File: src/rtl/cbus_rr_arbiter_pkg.sv
// Shared CBus request/response types plus arbiter policy encodings and KSEG translation helpers.
// The optional address translation is enabled by defining CBUS_ADDR_TRANS_EN.
package cbus_rr_arbiter_pkg;

    localparam int ARB_FIXED = 0;
    localparam int ARB_RR    = 1;

    localparam logic [31:0] KSEG_MASK = 32'h1FFF_FFFF;

    typedef enum logic {
        ST_IDLE = 1'b0,
        ST_BUSY = 1'b1
    } arb_state_e;

    // len holds the number of beats minus one
    typedef struct packed {
        logic        valid;
        logic        is_write;
        logic [2:0]  size;
        logic [31:0] addr;
        logic [3:0]  strobe;
        logic [31:0] data;
        logic [7:0]  len;
    } cbus_req_t;

    typedef struct packed {
        logic        ready;
        logic        last;
        logic [31:0] data;
    } cbus_resp_t;

    // kseg0/kseg1 occupy 0x8000_0000..0xBFFF_FFFF and map onto the low 512 MiB
    function automatic logic [31:0] kseg_to_phys(input logic [31:0] vaddr);
        return (vaddr[31:30] == 2'b10) ? (vaddr & KSEG_MASK) : vaddr;
    endfunction

endpackage

File: src/rtl/cbus_rr_arbiter_rr_picker.sv
// Combinational rotating-priority encoder: first valid index scanning base, base+1, ... modulo N.
module cbus_rr_arbiter_rr_picker #(
    parameter int N = 4,
    parameter int W = $clog2(N)
) (
    input  logic [N-1:0] i_valid,
    input  logic [W-1:0] i_base,
    output logic [W-1:0] o_idx,
    output logic         o_any
);

    logic [W:0] w_cand;

    // Scan from the farthest offset down so the nearest valid index to base wins last.
    always_comb begin
        o_idx  = '0;
        o_any  = |i_valid;
        w_cand = '0;
        for (int k = N - 1; k >= 0; k--) begin
            w_cand = {1'b0, i_base} + (W + 1)'(k);
            if (w_cand >= (W + 1)'(N)) begin
                w_cand = w_cand - (W + 1)'(N);
            end
            if (i_valid[w_cand]) begin
                o_idx = w_cand[W-1:0];
            end
        end
    end

endmodule

File: src/rtl/cbus_rr_arbiter.sv
// N-input CBus arbiter, fixed-priority or round-robin, holding each grant for a whole burst.
// Define CBUS_ADDR_TRANS_EN to translate kseg0/kseg1 addresses on oreq.addr.
module cbus_rr_arbiter
    import cbus_rr_arbiter_pkg::*;
#(
    parameter int NUM_INPUTS = 4,
    parameter int RR_POLICY  = ARB_RR,
    localparam int IDX_W     = $clog2(NUM_INPUTS)
) (
    input  logic                         clk,
    input  logic                         resetn,
    input  cbus_req_t  [NUM_INPUTS-1:0]  ireqs,
    output cbus_resp_t [NUM_INPUTS-1:0]  iresps,
    output cbus_req_t                    oreq,
    input  cbus_resp_t                   oresp,
    output logic       [IDX_W-1:0]       grant_idx,
    output logic                         busy,
    output arb_state_e                   o_dbg_state
);

    // Handshake: a requester raises valid and holds valid plus all fields until the
    // beat where oresp.ready && oresp.last; each cycle with oresp.ready while BUSY
    // completes one beat, and ownership ends only on the ready && last beat.

    arb_state_e             r_state;
    logic [IDX_W-1:0]       r_grant_idx;
    logic [IDX_W-1:0]       r_rr_base;

    logic [NUM_INPUTS-1:0]  w_valid;
    logic [IDX_W-1:0]       w_pick_base;
    logic [IDX_W-1:0]       w_win;
    logic                   w_any;

    for (genvar g = 0; g < NUM_INPUTS; g++) begin : g_valid
        assign w_valid[g] = ireqs[g].valid;
    end

    assign w_pick_base = (RR_POLICY == ARB_RR) ? r_rr_base : '0;

    cbus_rr_arbiter_rr_picker #(
        .N (NUM_INPUTS),
        .W (IDX_W)
    ) u_rr_picker (
        .i_valid (w_valid),
        .i_base  (w_pick_base),
        .o_idx   (w_win),
        .o_any   (w_any)
    );

    // Arbitration only happens in IDLE, so a release cycle never re-grants.
    always_ff @(posedge clk) begin
        if (!resetn) begin
            r_state     <= ST_IDLE;
            r_grant_idx <= '0;
            r_rr_base   <= '0;
        end else begin
            case (r_state)
                ST_IDLE: begin
                    if (w_any) begin
                        r_grant_idx <= w_win;
                        r_state     <= ST_BUSY;
                    end
                end
                ST_BUSY: begin
                    if (oresp.ready && oresp.last) begin
                        r_state <= ST_IDLE;
                        if (RR_POLICY == ARB_RR) begin
                            r_rr_base <= (r_grant_idx == IDX_W'(NUM_INPUTS - 1)) ?
                                         '0 : r_grant_idx + IDX_W'(1);
                        end
                    end
                end
                default: r_state <= ST_IDLE;
            endcase
        end
    end

    always_comb begin
        oreq   = '0;
        iresps = '0;
        if (r_state == ST_BUSY) begin
            oreq = ireqs[r_grant_idx];
`ifdef CBUS_ADDR_TRANS_EN
            oreq.addr = kseg_to_phys(ireqs[r_grant_idx].addr);
`endif
            iresps[r_grant_idx] = oresp;
        end
    end

    assign grant_idx   = r_grant_idx;
    assign busy        = (r_state == ST_BUSY);
    assign o_dbg_state = r_state;

endmodule
File: config.mk
export PLATFORM = sky130hd
export DESIGN_NAME = cbus_rr_arbiter
export DESIGN_NICKNAME = d
export VERILOG_FILES = /design/src/rtl/cbus_rr_arbiter_pkg.sv /design/src/rtl/cbus_rr_arbiter_rr_picker.sv /design/src/rtl/cbus_rr_arbiter.sv
export SDC_FILE = /design/constraint.sdc
export NUM_CORES = 1
export LEC_CHECK = 0
export CORE_AREA = 2 2 223 225
export CTS_BUF_LIST = sky130_fd_sc_hd__clkbuf_16
export CTS_CLUSTER_DIAMETER = 150
export DETAILED_ROUTE_END_ITERATION = 8
export DIE_AREA = 0 0 225 227
export PLACE_DENSITY_LB_ADDON = 0.15
export SKIP_CTS_REPAIR_TIMING = 1
export SYNTH_ARGS = -nofsm -noshare
export SYNTH_HDL_FRONTEND = slang
export SYNTH_HIERARCHICAL = 1
export SYNTH_SLANG_ARGS = --single-unit
export TNS_END_PERCENT = 100
File: constraint.sdc
create_clock -name clk -period 1.8 [get_ports clk]
set_clock_uncertainty 0.2 [all_clocks]
set_input_delay 0.18 -clock clk [delete_from_list [all_inputs] [get_ports clk]]
set_output_delay 0.18 -clock clk [all_outputs]
set_load 0.1 [all_outputs]
==> results.md <==
- Crit share post-route: 1.119
- Starting density of the core: 0.07974
- Routed Antenna Nets: 0
- Yosys cell types: 27
- Final hold violations: 0
- Avg Cell Area, Syn: 8.015 sq um
- Depth of the most critical reg-to-reg path: 6
- Max Cap Violations: 0
- Routability cong.: 0.7437
- CP max stage delay: 0.37 ns
- FF+latch area: 111.4 sq um
- Static Leak: 6.018 nW
- Arr. time, crit path: 1.63 ns
- Largest net degree at the start of global routing: 44
- Via count: 6748
- Hold Path Sink: r_rr_base[0]$_SDFFE_PN0P_
- Pwr Total: 0.007117 W
- Hold depth: 2
- Synth area leaders: mux2i_1 43%, and3_1 22%, o22ai_1 12%
- Area of the multi-input gates: 0.006345 sq mm
- First-pass GRT wire length: 49210 um
- Longest Clk Path Bufs: 2
- CP max stage cell: dfxtp_4
- Power per standard cell area: 407.2 mW/mm^2
- Root Driver: clkbuf_16
- CP Data Required Time: 1.42 ns
- Total gr overflow: 0
- Fin Hold WS: 0.3228 ns
- Worst slew margin: 0.7121
- Sequential-to-total area share from yosys stat: 0.02586
- CTS clk-pin slew, worst paths: 0.03 ns
- Number of antenna violations at the first check in global routing: 1
- DRC: 0
- DRT Pass-1 Iters: 4
- Layout cells sized above 1: 0.6309
- Share of the synthesized area in the top cell type: 0.4266
- Setup TNS: -34.65 ns
- Crit path cell chain: buf_12 > buf_16 > mux2i_4 > buf_6 > o22ai_4 > buf_12
- Area Overhead vs Synth: 351.5%
- Reg-to-reg startpoint: busy$_SDFF_PN0_
- WL final: 40310 um
- Failing checks: negative setup slack
- Commonest cells in the netlist: 165 x mux2i_1, 136 x and3_1, 73 x o22ai_1, 17 x buf_2, 17 x clkbuf_1
- Area leader, netlist: mux2i_1
- N_diodes: 0
- FF+latch count, synth: 5
- DP Area: 0.01497 sq mm
- CP top delay family: buffers and inverters
- Post-Syn Nets: 847
- Ys flop type: dfxtp_1
- Fmax: 496.5 MHz
- Cell count after synthesis: 483
- Die Area: 0.05108 sq mm
- EDFF count, synth: 0
- Min Tclk post-route: 2.014 ns
- Fillers: 4647
- Final nets: 1503
- Worst skew pair latency: 0.23 ns
- Drt via density: 3.834
- DP HPWL: 31260 um
- Worst-Margin Slew: 0.4199 ns
- R2R setup slack: 0.10 ns
- Min-Delay Startpoint: r_rr_base[0]$_SDFFE_PN0P_
- Crit Path Category: flop to output port
- Status: complete, but fails checks
- Count leader, synth: mux2i_1
- Htree depth: 1
- VDD IR max: 0.2367 mV
- Buf/Inv on CP: 4
- # rows: 81
- CP Launch Type: flop
- CTS buffer count: 3
- CTS Sinks: 5
- Final setup violation count: 219
- CTS tree: done
- IO Port Bufs: 580
- Ys Warns: 6
- Finished Cell Area: 0.01748 sq mm
- Crit. End Element: output port
- Syn Std Cell Area: 0.003871 sq mm
- RSZ-0062 raised after global routing: yes
- Fin worst setup slack: -0.2142 ns
- I/O pin total: 581
- Wire length per cell: 22.90 um
- Max Slew Vio Count: 0
- Chip Width: 225 um
- Ys async rst share: 0
- Overall Global Routing Usage: 0.1293
- CORE AREA: 0.04855 sq mm
- HP Class: flop to flop
- Die Y: 227 um
- Fin util: 0.3600
- RR Endpoint: r_rr_base[1]$_SDFFE_PN0P_
- CP Max Fanout: 10
- Most Frequent Cell on Critical Path: buf_12
- Vias in the first global route: 6700
- Initial DRC count: 128
[worst register-to-register path, cell delays in order, from the launching register on]
cell	delay [ns]
dfxtp_4	0.43
buf_8	0.16
buf_4	0.16
buf_6	0.18
nand3_1	0.22
nand3_1	0.15
o21ai_0	0.08
[worst max path at each step]
stage,from,endpoint,slack (ns),cells after the start
6_report,grant_idx[0]$_SDFFE_PN0P_,oreq[3],-0.21,6
5_1_grt,grant_idx[0]$_SDFFE_PN0P_,oreq[49],-0.27,5
3_5_place_dp,grant_idx[0]$_SDFFE_PN0P_,oreq[3],-0.07,6
2_1_floorplan,grant_idx[0]$_SDFFE_PN0P_,oreq[20],-0.28,5
4_1_cts,grant_idx[0]$_SDFFE_PN0P_,oreq[3],-0.31,6
3_3_place_gp,grant_idx[0]$_SDFFE_PN0P_,oreq[3],-0.09,6
[layout by cell type (no fill, tap or decap), types with 3 or more instances in the layout]
master and instances:
and3_4 134, buf_12 246, buf_16 14, buf_4 42
buf_6 21, buf_8 7, clkbuf_16 26, clkdlybuf4s50_1 359
dfxtp_4 3, ha_4 4, mux2i_1 35, mux2i_2 45
mux2i_4 85, nand2_1 4, nand2_8 3, nand3_1 3
nor2_1 5, nor2b_1 3, o22ai_4 81
[per-layer routing]
layer  global-route usage  wire length (um)
met5                    0                13
met4             0.009613               177
met2               0.2536             22300
met3              0.02827              2459
met1               0.1473             15360
[final cells by class]
class	count	area share
flip-flops and latches	5	0.006372
clock buffers	3	0.004296
clock inverters	1	0.0002148
inverters	2	0.001575
multi-input cells	415	0.3630
repair buffers	712	0.5800
well taps	622	0.04453
[through the flow]
step,worst slack [ns],instances
floorplan,-0.2812,483
global placement,-0.08895,1694
detailed placement,-0.06747,1694
CTS,-0.3095,1698
global route,-0.2668,1760
finish,-0.2142,1760
[flip-flops by register name, summed over array words and instances (netlist names)]
name       cells
busy           1
grant_idx      2
r_rr_base      2
[logic make-up after synthesis]
kind of cell | after synthesis | synth area share
AO/OA/AOI/OAI | 87 | 0.1555
adder cells (fa/ha/maj) | 4 | 0.01293
buffers and inverters | 66 | 0.1348
flip-flops | 5 | 0.02586
multiplexers | 165 | 0.4266
AND/OR/NAND/NOR | 156 | 0.2443
[where the power goes]
| group | switching (W) | internal, W | total, W |
|---|---|---|---|
| clock network | 0.0000713 | 0.000287 | 0.000359 |
| registers | 0.0000180 | 0.000117 | 0.000135 |
| logic | 0.00353 | 0.00309 | 0.00662 |
Power figures use the tool's default switching activity.
